--- config.mk ---
export PLATFORM = sky130hd
export DESIGN_NAME = hazard_ctrl
export DESIGN_NICKNAME = d
export VERILOG_FILES = /design/src/rtl/hazard_ctrl.sv
export SDC_FILE = /design/constraint.sdc
export NUM_CORES = 1
export LEC_CHECK = 0
export BUFFER_PORTS_ARGS = -buffer_cell sky130_fd_sc_hd__buf_2
export CORE_ASPECT_RATIO = 1.4
export CORE_MARGIN = 2
export CORE_UTILIZATION = 51
export DETAILED_ROUTE_END_ITERATION = 10
export PLACE_DENSITY = 0.78
export SYNTH_ARGS = -nofsm -noshare
export SYNTH_HDL_FRONTEND = slang
export SYNTH_SLANG_ARGS = --single-unit
--- constraint.sdc ---
create_clock -name clk -period 2.15 [get_ports clk]
set_clock_uncertainty 0.15 [all_clocks]
set_input_delay 0.215 -clock clk [delete_from_list [all_inputs] [get_ports clk]]
set_output_delay 0.215 -clock clk [all_outputs]
set_load 0.005 [all_outputs]
--- src/rtl/hazard_ctrl.sv ---
`default_nettype none
// +--------------------------------------------------------------------------+
// | hazard_ctrl : RV32I 5-stage interlock, forwarding selects, MDU sequencing |
// | Rev 1.0                                                                   |
// +--------------------------------------------------------------------------+
module hazard_ctrl #(
  parameter int FLUSH_CYCLES = 2,
  parameter int MDU_TIMEOUT  = 64
) (
  input  logic        clk,
  input  logic        rst_n,
  input  logic [31:0] IFID_d_inst,
  input  logic        IFID_c_valid,
  input  logic        ID_c_RegWEn,
  input  logic        ID_c_EnRDMem,
  input  logic        ID_c_MulDiv,
  input  logic        EX_c_redirect,
  input  logic        MDU_c_done,
  output logic        PC_c_stall,
  output logic        IFID_c_stall,
  output logic        IFID_c_flush,
  output logic        IDEX_c_bubble,
  output logic        MDU_c_start,
  output logic [1:0]  IDEX_c_FwdA,
  output logic [1:0]  IDEX_c_FwdB,
  output logic        HZ_c_mdu_err
);

  localparam int FCW = (FLUSH_CYCLES > 1) ? $clog2(FLUSH_CYCLES) : 1;
  localparam int TCW = (MDU_TIMEOUT > 1) ? $clog2(MDU_TIMEOUT) : 1;
  localparam logic [FCW-1:0] FLUSH_INIT = FCW'(FLUSH_CYCLES - 1);
  localparam logic [FCW-1:0] FLUSH_ONE  = FCW'(1);
  localparam logic [TCW-1:0] TO_LAST    = TCW'(MDU_TIMEOUT - 1);

  typedef enum logic [1:0] {
    RUN     = 2'd0,
    LDSTALL = 2'd1,
    MDWAIT  = 2'd2,
    FLUSH   = 2'd3
  } state_t;

  state_t         state;
  logic [FCW-1:0] flush_cnt;
  logic [TCW-1:0] to_cnt;
  logic           mdu_ack;
  logic [1:0]     fwd_a;
  logic [1:0]     fwd_b;
  logic           mdu_err;

  logic       ex_valid, ex_wen, ex_load;
  logic [4:0] ex_rd;
  logic       mem_valid, mem_wen;
  logic [4:0] mem_rd;
  logic       wb_valid, wb_wen;
  logic [4:0] wb_rd;

  logic [4:0] rs1, rs2, rd;
  assign rs1 = IFID_d_inst[19:15];
  assign rs2 = IFID_d_inst[24:20];
  assign rd  = IFID_d_inst[11:7];

  logic unused_inst_bits;
  assign unused_inst_bits = ^{IFID_d_inst[31:25], IFID_d_inst[14:12], IFID_d_inst[6:0]};

  function automatic logic hit(input logic v, input logic wen, input logic [4:0] prd,
                               input logic [4:0] rs);
    return v & wen & (prd == rs) & (rs != 5'd0);
  endfunction

  // Youngest producer wins: EX slot now sits in MEM when the consumer reaches EX.
  function automatic logic [1:0] fwd_sel(input logic [4:0] rs);
    if (hit(ex_valid, ex_wen, ex_rd, rs))         return 2'b01;
    else if (hit(mem_valid, mem_wen, mem_rd, rs)) return 2'b10;
    else if (hit(wb_valid, wb_wen, wb_rd, rs))    return 2'b11;
    else                                          return 2'b00;
  endfunction

  logic issue_state, take_redirect, load_use, do_ldstall, do_mdu;
  logic stall, flush, bubble;

  always_comb begin
    issue_state   = (state == RUN) || (state == LDSTALL);
    take_redirect = EX_c_redirect && (state != MDWAIT);
    load_use      = IFID_c_valid && ex_load &&
                    (hit(ex_valid, ex_wen, ex_rd, rs1) || hit(ex_valid, ex_wen, ex_rd, rs2));
    do_ldstall    = issue_state && !EX_c_redirect && load_use;
    // mdu_ack marks the ID op as already executed so it issues instead of restarting
    do_mdu        = issue_state && !EX_c_redirect && !load_use && IFID_c_valid &&
                    ID_c_MulDiv && !mdu_ack;
    stall         = do_ldstall || do_mdu || (state == MDWAIT);
    flush         = take_redirect || ((state == FLUSH) && (flush_cnt != '0));
    bubble        = stall || flush;
  end

  assign PC_c_stall    = rst_n & stall;
  assign IFID_c_stall  = rst_n & stall;
  assign IFID_c_flush  = rst_n & flush;
  assign IDEX_c_bubble = rst_n & bubble;
  assign MDU_c_start   = rst_n & do_mdu;
  assign IDEX_c_FwdA   = fwd_a;
  assign IDEX_c_FwdB   = fwd_b;
  assign HZ_c_mdu_err  = mdu_err;

  always_ff @(posedge clk or negedge rst_n) begin
    if (!rst_n) begin
      state     <= RUN;
      flush_cnt <= '0;
      to_cnt    <= '0;
      mdu_ack   <= 1'b0;
      fwd_a     <= 2'b00;
      fwd_b     <= 2'b00;
      mdu_err   <= 1'b0;
      ex_valid  <= 1'b0;
      ex_wen    <= 1'b0;
      ex_load   <= 1'b0;
      ex_rd     <= 5'd0;
      mem_valid <= 1'b0;
      mem_wen   <= 1'b0;
      mem_rd    <= 5'd0;
      wb_valid  <= 1'b0;
      wb_wen    <= 1'b0;
      wb_rd     <= 5'd0;
    end else begin
      ex_valid  <= IFID_c_valid && !bubble;
      ex_wen    <= ID_c_RegWEn;
      ex_load   <= ID_c_EnRDMem;
      ex_rd     <= rd;
      mem_valid <= ex_valid;
      mem_wen   <= ex_wen;
      mem_rd    <= ex_rd;
      wb_valid  <= mem_valid;
      wb_wen    <= mem_wen;
      wb_rd     <= mem_rd;

      if (bubble || !IFID_c_valid) begin
        fwd_a <= 2'b00;
        fwd_b <= 2'b00;
      end else begin
        fwd_a <= fwd_sel(rs1);
        fwd_b <= fwd_sel(rs2);
      end

      mdu_ack <= 1'b0;
      case (state)
        RUN, LDSTALL: begin
          if (take_redirect) begin
            flush_cnt <= FLUSH_INIT;
            state     <= (FLUSH_CYCLES > 1) ? FLUSH : RUN;
          end else if (do_ldstall) begin
            state <= LDSTALL;
          end else if (do_mdu) begin
            to_cnt <= '0;
            state  <= MDWAIT;
          end else begin
            state <= RUN;
          end
        end
        MDWAIT: begin
          if (MDU_c_done) begin
            mdu_ack <= 1'b1;
            state   <= RUN;
          end else if (to_cnt == TO_LAST) begin
            mdu_err <= 1'b1;
            mdu_ack <= 1'b1;
            state   <= RUN;
          end else begin
            to_cnt <= to_cnt + 1'b1;
          end
        end
        FLUSH: begin
          if (take_redirect) begin
            flush_cnt <= FLUSH_INIT;
          end else if (flush_cnt <= FLUSH_ONE) begin
            flush_cnt <= '0;
            state     <= RUN;
          end else begin
            flush_cnt <= flush_cnt - 1'b1;
          end
        end
        default: state <= RUN;
      endcase
    end
  end

endmodule
`default_nettype wire

==> run metrics, run 1 <==
status=completed; H-Tree Depth=2; Area Growth Syn to Fin=25.9%; Worst EP required=1.78 ns; Yosys cell types=38; sequential-to-total area share from yosys stat=between 50% and 60%; average cell area after synthesis=10.9 um2; endpoint class of the critical path=primary output; non-filler cells, final=258; WHS Path Cells=3; worst reg2reg setup slack=between 0.15 and 0.2 ns; hold_sp=MDU_c_done; Fmax=between 400 and 500 MHz; Die X=54.1 um; largest family of logic cells by synthesized area=simple AND/OR/NAND/NOR gates; Yosys Warn Count=0; xor and xnor fraction of the mapped netlist area=13.7%; reg2reg start=ex_rd[4]; register bit total from synthesis=37; pwr/cell area=803 nW/um2; post-route cell area=~2300 um2; Compound-Gate Fraction of Synth Area=12.6%; Tcrit/Tclk final=between 90% and 100%; layout cells sized above 1=28.4%; Clock Pin Slew Worst Setup and Hold Paths=~0.070 ns; startpoint types=flip-flop; final setup violation count=0; Worst Hold Endpoint=mdu_ack; drt pass-1 iters=4; multiplexer share of the synthesized area=less than 1%; clk sinks=37; post-synth net total=205; Starting Density=approximately 53%; Pleak=approximately 1.0 nW; core area=3380 um2; part of the power in the clock network=26.4%; Post-Place Cells=240; actual slew at the worst max-slew pin=0.427 ns; r2r endpoint=to_cnt[0]; ANT cells=0; post-route ant nets=0; Fin Hold WS=~0.061 ns; adder-cell area share of the yosys netlist=0.699%; vias per inst=5.67; routed via count=1,462; Int Pwr=roughly 0.0012 W; CP Launch Point=ex_rd[4]; PortBufs=32; nets=259; clk root buf=clkbuf_8; Post-Syn Instances=164; largest net degree at the start of global routing=32; Psw=0.000563 W; Die ar.=around 4000 um2; total global routing overflow=0; first-pass GRT wire length=about 6.3 mm; Placer Congestion=0.877; initial antenna violation count=0; critical path fanouts, max=4; Reg power frac=49.8%; Clock Tree Buf Depth=2; clock latency on the worst-skew pair=0.28 ns; slew margin rel.=71.3%; class of the worst hold path=input pin to flip-flop; crit path DAT=approximately 1.8 ns; Overall Global Routing Usage=approximately 22%; vias in the first global route=between 1,000 and 1,500; Remaining DRCs=0; DR iter-0 viols=47; top cells by area, synth=dfrtp_1 (52%), xnor2_1 (13%), a21oi_1 (2.8%); Synth Cell Area=roughly 1800 um2; Std-Cell Rows=25; drt wl/cell=about 16 um; Final Util=66.7%; maximum vdd drop=0.575 mV; RSZ-0062 raised after global routing=yes; max_cap viols=0; TritonCTS clock tree=done; I/O Pins=50; simple-gate share of the synthesized area=18.9%; fin crit period=2.15 ns; DPL Wire Length=between 2 and 3 mm; Cell Area, Placed=between 2000 and 2500 um2; Final Max Tran Viols=0; worst setup path class=flip-flop to primary output; Net Sw Frac=31.1%; total power=0.00181 W; Comb power frac=about a quarter; leading area contributor after synthesis=dfrtp_1; FF-to-FF path depth=8; Die Y=between 70 and 80 um; Routed WL=4.02 mm; Final Hold Viols=0; top cell type's share of synthesized area=51.7%; cts bufs inserted=5
[worst max-delay path by stage]
stage / slack, ns / cells after the start / to
2_1_floorplan: 0.15 / 6 / PC_c_stall
3_3_place_gp: 0.07 / 6 / PC_c_stall
3_5_place_dp: 0.04 / 6 / PC_c_stall
4_1_cts: -0.01 / 6 / PC_c_stall
5_1_grt: -0.10 / 6 / PC_c_stall
6_report: 0.005 / 6 / PC_c_stall
[cells in the mapped netlist, drive strengths merged]
cell,count
a21o,4
a21oi,10
a221o,2
a22oi,1
a311oi,1
a31oi,4
a41oi,1
and3,5
buf,3
dfrtp,37
ha,1
inv,4
mux2i,1
nand2,10
nand2b,2
nand3,5
nand3b,1
nand4,5
nor2,14
nor2b,1
nor3,7
nor4,2
nor4b,1
o2111a,1
o21ai,6
o21bai,1
o221ai,1
o41a,1
or3,1
or4,3
xnor2,26
xor2,2
[cell families (layout without fill, tap and decap cells)]
logic type / after synthesis / count (layout)
fa+ha+maj: 1 / 1
buf+inv: 7 / 61
compound gates: 33 / 33
flops: 37 / 37
xor+xnor: 28 / 28
mux: 1 / 1
simple gates: 57 / 57
[metal layers]
metal	GRT usage [%]	routed length (um)	vias to the layer above
met5	0	0	-
li1	-	-	694
met2	36.7	2150	41
met1	24.7	1580	714
met3	7.03	140	13
met4	13.6	143	0
[area by class of cell]
class | count | area (um2)
flip-flops and latches | 37 | 927
fillers | 257 | 1120
inverters | 4 | 15.0
multi-input cells | 120 | 861
repair buffers | 50 | 315
clock buffers | 7 | 86.3
well taps | 40 | 50.0
[worst max-delay path, cell delays in order, from the launching register on]
cell and delay, ns:
dfrtp_1 0.44, xnor2_1 0.19, nand2_1 0.12, nor4_4 0.31
o21bai_2 0.12, a31oi_1 0.18, buf_2 0.15
[power by group through the flow]
stage | clock network [W] | registers (W) | logic, W
global placement | 0 | 0.000899 | 0.000394
global route | 0.000531 | 0.000912 | 0.000478
CTS | 0.000492 | 0.000897 | 0.000426
floorplan | 0 | 0.000867 | 0.000302
detailed placement | 0 | 0.000909 | 0.000410
finish | 0.000479 | 0.000902 | 0.000430
[cells in the final DEF (no fill, tap or decap), types with 2 or more instances in the layout]
| cell type | n |
|---|---|
| dfrtp_1 | 36 |
| buf_2 | 32 |
| xnor2_1 | 25 |
| nor2_1 | 12 |
| nand2_1 | 10 |
| a21oi_1 | 10 |
| buf_4 | 10 |
| dlygate4sd3_1 | 8 |
| nor3_1 | 6 |
| clkbuf_8 | 6 |
| nand4_1 | 5 |
| and3_1 | 5 |
| o21ai_0 | 5 |
| a21o_1 | 4 |
| nand3_1 | 4 |
| inv_1 | 4 |
| a31oi_1 | 4 |
| nand2b_1 | 2 |
| or4_4 | 2 |
| nor2_4 | 2 |
| a221o_1 | 2 |
| xor2_1 | 2 |
[metrics by stage]
stage	setup WS, ns	TNS (ns)
6_report	0.00491	0
4_1_cts	-0.0111	-0.0223
3_5_place_dp	0.0382	0
5_1_grt	-0.102	-0.328
3_3_place_gp	0.0661	0
2_1_floorplan	0.154	0
[flip-flops by register name (all words and copies together) (netlist names), 2 cells and up]
register / flops
ex_rd: 5
to_cnt: 6
state: 2
wb_rd: 5
mem_rd: 5
IDEX_c_FwdB: 2
IDEX_c_FwdA: 2
[what timing repair did]
action	CTS	global route
setup buffers	3	0
endpoints found under the setup margin	4	4
pin swaps	3	1
hold buffers	8	0
endpoints found under the hold margin	13	0
gates resized for setup	3	3
(Power assumes the default switching activity.)
==> run 2: changes to the inputs <==
==> constraint.sdc (replaced) <==
create_clock -name clk -period 2.15 [get_ports clk]
set_clock_uncertainty 0.15 [all_clocks]
set_input_delay 0.215 -clock clk [delete_from_list [all_inputs] [get_ports clk]]
set_output_delay 0.215 -clock clk [all_outputs]
set_load 0.1 [all_outputs]
==> run 2 against run 1 <==
The flow now finishes with violations (setup timing); register-to-register slack got worse by 0.10 ns; setup slack got worse by 0.19 ns; cell count increased by 2.7%; final area increased by 7.3%; non-clock buffer count increased by 6.
==> run metrics, run 2 (synthesis gave the netlist of run 1 again) <==
status=finished with violations (was completed); failing checks=setup timing; routed via count=1,494 (was 1,462); Area Growth Syn to Fin=35.2% (was 25.9%); post-route ant nets=0 (unchanged); class of the worst hold path=input pin to flip-flop (unchanged); final setup violation count=4 (was 0); Post-Place Cells=244 (was 240); dpl ws=0.0382 ns (about the same); max_cap viols=0 (unchanged); cts bufs inserted=5 (unchanged); Clock Pin Slew Worst Setup and Hold Paths=0.07 ns (about the same); clk root buf=clkbuf_8 (unchanged); Tcrit/Tclk final=108% (was 99.8%); post-route cell area=2420 um2 (was 2250 um2); non-filler cells, final=265 (was 258); actual slew at the worst max-slew pin=0.485 ns (was 0.427 ns); hold_sp=MDU_c_done (unchanged); Fmax=429 MHz (was 466 MHz); PortBufs=32 (unchanged); FF-to-FF path depth=9 (was 8); cell family with most CP delay=simple AND/OR/NAND/NOR gates (was flip-flops); Placer Congestion=0.902 (was 0.877); Final Hold Viols=0 (unchanged); Buf/Inv on CP=1 (unchanged); Fin Hold WS=0.0370 ns (was 0.0607 ns); maximum vdd drop=0.649 mV (was 0.575 mV); total global routing overflow=0 (unchanged); CP Cell Sequence=xnor2_1 > nand4_1 > nor3_4 > o21bai_4 > a31oi_4 > buf_12 (was xnor2_1 > nand2_1 > nor4_4 > o21bai_2 > a31oi_1 > buf_2); clock latency on the worst-skew pair=0.29 ns (was 0.28 ns); Die X=54.1 um (unchanged); commonest non-fill, non-tap cell in the layout=dfrtp_1 (unchanged); DPL Wire Length=3.11 mm (was 2.93 mm); largest net degree at the start of global routing=35 (was 32); fin worst setup slack=-0.182 ns (was 0.00491 ns); slowest CP cell=dfrtp_1 (unchanged); I/O Pins=50 (unchanged); drt pass-1 iters=4 (unchanged); reg2reg start=ex_rd[0] (was ex_rd[4]); critical path fanouts, max=4 (unchanged); vias in the first global route=1,575 (was 1,442); worst setup path class=flip-flop to primary output (unchanged); CP Depth=6 (unchanged); Die ar.=4010 um2 (unchanged); Worst EP required=1.78 ns (about the same); TritonCTS clock tree=done (unchanged); commonest cells after routing, fill and taps aside=dfrtp_1 (36), buf_2 (27), xnor2_1 (24), buf_4 (16), nor2_1 (12) (was dfrtp_1 (36), buf_2 (32), xnor2_1 (25), nor2_1 (12)); DR iter-0 viols=37 (was 47); Top reg by flops=to_cnt (unchanged); ANT cells=0 (unchanged); initial antenna violation count=0 (unchanged); drt wl/cell=16.1 um (was 15.6 um); Routed WL=4.28 mm (was 4.02 mm); layout cells sized above 1=32.9% (was 28.4%); H-Tree Depth=2 (unchanged); Remaining DRCs=0 (unchanged); startpoint types=flip-flop (unchanged); Post-Route Setup TNS=-0.602 ns (was 0 ns); first-pass GRT wire length=7.06 mm (was 6.35 mm); Die Y=74.1 um (unchanged); Std-Cell Rows=25 (unchanged); max FFs per register=6 (unchanged); Cell Area, Placed=2190 um2 (was 2040 um2); slowest cell delay on critical path=0.43 ns (was 0.44 ns); Pleak=1.07 nW (was 1.02 nW); Final Max Tran Viols=0 (unchanged); Starting Density=53.0% (unchanged); WHS Path Cells=3 (unchanged); nets=265 (was 259); vias per inst=5.64 (was 5.67); pwr/cell area=849 nW/um2 (was 803 nW/um2); fin crit period=2.33 ns (was 2.15 ns); Overall Global Routing Usage=24.9% (was 22.4%); r2r endpoint=to_cnt[0] (unchanged); RSZ-0062 raised after global routing=yes (unchanged); crit path DAT=1.97 ns (was 1.78 ns); Clock Tree Buf Depth=2 (unchanged); slew margin rel.=67.9% (was 71.3%); clk sinks=37 (unchanged); worst reg2reg setup slack=0.09 ns (was 0.19 ns); Worst Hold Endpoint=mdu_ack (unchanged); core area=3380 um2 (unchanged); endpoint class of the critical path=primary output (unchanged)
run 2: cell count changes in the layout (fill, tap and decap cells not counted), moves of 2 or more:
cell and change:
buf_4 +6, buf_12 +5, buf_2 -5, a31oi_1 -2, clkbuf_1 +2
run 2: what timing repair did:
item                                   CTS  global route
pin swaps                                2             8
hold buffers                             8             0
gates cloned                             0             0
gates resized for setup                  2             6
endpoints found under the hold margin   44             0
setup endpoints to repair                4             4
setup buffers                            3             2
run 2: layout make-up:
class	instances	area, um2
inverter	4	15.0
multi-input combinational	120	912
fill	236	958
clock buffer	8	80.1
sequential	37	927
timing repair buffer	56	435
tap	40	50.0
run 2: stage by stage:
stage | power (W) | util [%]
floorplan | 0.00135 | -
global placement | 0.00153 | 64.7
detailed placement | 0.00157 | 64.7
CTS | 0.00205 | 70.3
global route | 0.00216 | 71.6
finish | 0.00205 | 71.6
run 2: how the worst max path moves through the flow:
| stage | startpoint | endpoint | slack [ns] |
|---|---|---|---|
| after global placement | IFID_d_inst[17] | MDU_c_start | 0.06 |
| after floorplan | ex_rd[3] | PC_c_stall | -0.31 |
| after detailed placement | IFID_d_inst[17] | MDU_c_start | 0.04 |
| after CTS | ex_rd[0] | PC_c_stall | -0.17 |
| final | ex_rd[0] | PC_c_stall | -0.18 |
| after global routing | ex_rd[4] | IFID_c_stall | -0.25 |
run 2: worst min-delay path, stage by stage:
cell,delay (ns)
buf_2,0.11
nor2_1,0.05
nor2_1,0.07
run 2: layer usage:
metal / GRT usage [%] / wire, um
met5: 0 / 0
met2: 41.7 / 2260
met1: 27.5 / 1670
met4: 14.2 / 131
met3: 7.63 / 216
run 2: report_power, final:
group          leakage (nW)  total [W]  switching (W)  internal [W]
combinational         0.574   0.000686       0.000408      0.000278
sequential            0.456   0.000901       0.000106      0.000795
clock                0.0395   0.000468       0.000238      0.000230
total                  1.07    0.00205       0.000752       0.00130
==> run 3: changes to the inputs <==
--- a/config.mk
+++ b/config.mk
@@ -7,7 +7,7 @@
 export LEC_CHECK = 0
 export BUFFER_PORTS_ARGS = -buffer_cell sky130_fd_sc_hd__buf_2
 export CORE_ASPECT_RATIO = 1.4
-export CORE_MARGIN = 2
+export CORE_MARGIN = 4
 export CORE_UTILIZATION = 51
 export DETAILED_ROUTE_END_ITERATION = 10
 export PLACE_DENSITY = 0.78
==> run 3 against run 2 <==
The run still ends with setup timing left; routed wire length is 5.1% lower; global-route usage is 5.9 points lower; sequential power hardly changed; first-iteration DRC count is 49% higher; die area is 13% higher; final area is 0.47% lower.
==> run metrics, run 3 (synthesis gave the netlist of run 1 again) <==
actual slew at the worst max-slew pin=0.485 ns (about the same); drt wl/cell=15.5 um (was 16.1 um); Area Growth Syn to Fin=34.5% (was 35.2%); nets=263 (was 265); worst reg2reg setup slack=0.21 ns (was 0.09 ns); class of the worst hold path=input pin to flip-flop (unchanged); final setup violation count=4 (unchanged); Post-Place Cells=244 (unchanged); failing checks=setup timing (unchanged); Routed WL=4.06 mm (was 4.28 mm); Filler cells=260 (was 236); Pleak=1.07 nW (about the same); worst setup path class=flip-flop to primary output (unchanged); busiest grt layer=met2 (unchanged); DPL Wire Length=3.10 mm (was 3.11 mm); Std-Cell Rows=25 (unchanged); Fmax=434 MHz (was 429 MHz); r2r endpoint=state[1] (was to_cnt[0]); Final Hold Viols=0 (unchanged); Die X=58.1 um (was 54.1 um); WHS Path Cells=3 (unchanged); RSZ-0062 raised after global routing=yes (unchanged); I/O Pins=50 (unchanged); fin worst setup slack=-0.154 ns (was -0.182 ns); clock latency on the worst-skew pair=0.29 ns (about the same); ANT cells=0 (unchanged); Clock Pin Slew Worst Setup and Hold Paths=0.07 ns (about the same); commonest non-fill, non-tap cell in the layout=dfrtp_1 (unchanged); layout cells sized above 1=32.4% (was 32.9%); FF-to-FF path depth=6 (was 9); slowest cell delay on critical path=0.43 ns (about the same); Overall Global Routing Usage=19.1% (was 24.9%); status=finished with violations (unchanged); reg2reg start=to_cnt[0] (was ex_rd[0]); routed via count=1,471 (was 1,494); Worst Hold Endpoint=state[0] (was mdu_ack); slowest CP cell=dfrtp_1 (unchanged); cell family with most CP delay=simple AND/OR/NAND/NOR gates (unchanged); endpoint class of the critical path=primary output (unchanged); drt pass-1 iters=4 (unchanged); cts bufs inserted=5 (unchanged); initial antenna violation count=0 (unchanged); crit path DAT=1.94 ns (was 1.97 ns); Final Max Tran Viols=0 (unchanged); clk root buf=clkbuf_8 (unchanged); H-Tree Depth=2 (unchanged); pwr/cell area=857 nW/um2 (was 849 nW/um2); Final Util=71.3% (was 71.6%); post-route ant nets=0 (unchanged); maximum vdd drop=0.611 mV (was 0.649 mV); clk sinks=37 (unchanged); first-pass GRT wire length=6.69 mm (was 7.06 mm); Clock Tree Buf Depth=2 (unchanged); Worst EP required=1.78 ns (about the same); commonest cells after routing, fill and taps aside=dfrtp_1 (36), buf_2 (27), xnor2_1 (23), buf_4 (14), nor2_1 (12) (was dfrtp_1 (36), buf_2 (27), xnor2_1 (24), buf_4 (16), nor2_1 (12)); Die Y=78.1 um (was 74.1 um); Remaining DRCs=0 (unchanged); GR Util met1=21.6% (was 27.5%); Fin Hold WS=0.0523 ns (was 0.0370 ns); Top reg by flops=to_cnt (unchanged); Buf/Inv on CP=1 (unchanged); dpl ws=0.0502 ns (was 0.0382 ns); non-filler cells, final=262 (was 265); CP Cell Sequence=xnor2_2 > nand4_1 > nor3_4 > o21bai_4 > a31oi_4 > buf_12 (was xnor2_1 > nand4_1 > nor3_4 > o21bai_4 > a31oi_4 > buf_12); max FFs per register=6 (unchanged); startpoint types=flip-flop (unchanged); GRT met3 Usage=4.77% (was 7.63%); total global routing overflow=0 (unchanged); max_cap viols=0 (unchanged); critical path fanouts, max=4 (unchanged); grt met2 use=33.8% (was 41.7%); slew margin rel.=67.9% (about the same); largest net degree at the start of global routing=35 (unchanged); Tcrit/Tclk final=107% (was 108%); Die ar.=4540 um2 (was 4010 um2); PortBufs=32 (unchanged); hold_sp=EX_c_redirect (was MDU_c_done); Placer Congestion=0.869 (was 0.902); core area=3380 um2 (unchanged); DR iter-0 viols=55 (was 37); vias in the first global route=1,457 (was 1,575); fin crit period=2.30 ns (was 2.33 ns); vias per inst=5.61 (was 5.64); TritonCTS clock tree=done (unchanged); Starting Density=53.0% (unchanged)
[run 3: final cells by class]
type | instances | area (um2) | share of cell area [%]
well taps | 40 | 50.0 | 2.08
multi-input cells | 120 | 906 | 37.6
flip-flops and latches | 37 | 927 | 38.5
repair buffers | 54 | 420 | 17.5
clock inverters | 1 | 7.51 | 0.312
inverters | 4 | 15.0 | 0.623
clock buffers | 6 | 82.6 | 3.43
[run 3: worst max-delay path by stage]
stage / endpoint / from / depth (start not counted)
after detailed placement: MDU_c_start / IFID_d_inst[20] / 7
after global routing: PC_c_stall / ex_rd[3] / 6
final: PC_c_stall / ex_rd[4] / 6
after CTS: PC_c_stall / ex_rd[2] / 6
after global placement: MDU_c_start / IFID_d_inst[17] / 7
after floorplan: PC_c_stall / ex_rd[3] / 6
[run 3: metrics by stage]
stage	cell area (um2)	power (W)	setup TNS (ns)
floorplan	1850	0.00135	-0.357
global placement	2190	0.00153	0
detailed placement	2190	0.00157	0
CTS	2380	0.00207	-0.520
global route	2410	0.00218	-0.953
finish	2410	0.00206	-0.494
[run 3: what timing repair did]
item / 4_1_cts / 5_1_grt
hold endpoints to repair: 44 / 0
setup endpoints to repair: 4 / 4
buffers inserted: 1 / 2
resized for setup: 3 / 3
hold buffers: 8 / 0
pin swaps: 3 / 5
[run 3: power breakdown]
part           internal (W)  switching [W]  total (W)
Sequential         0.000795       0.000105   0.000900
Combinational      0.000277       0.000402   0.000679
Clock              0.000253       0.000233   0.000486
Total               0.00132       0.000740    0.00206
[run 3: worst reg2reg max path, stage by stage (launching register included)]
cell and delay (ns):
dfrtp_1 0.41, ha_1 0.21, and3_1 0.26, a311oi_2 0.13, buf_4 0.18, a21o_1 0.15
a221o_1 0.33
[run 3: routing by layer]
layer	vias to the layer above	wire, um
li1	703	-
met1	719	1580
met2	39	2200
met3	10	192
met4	0	82
met5	-	0
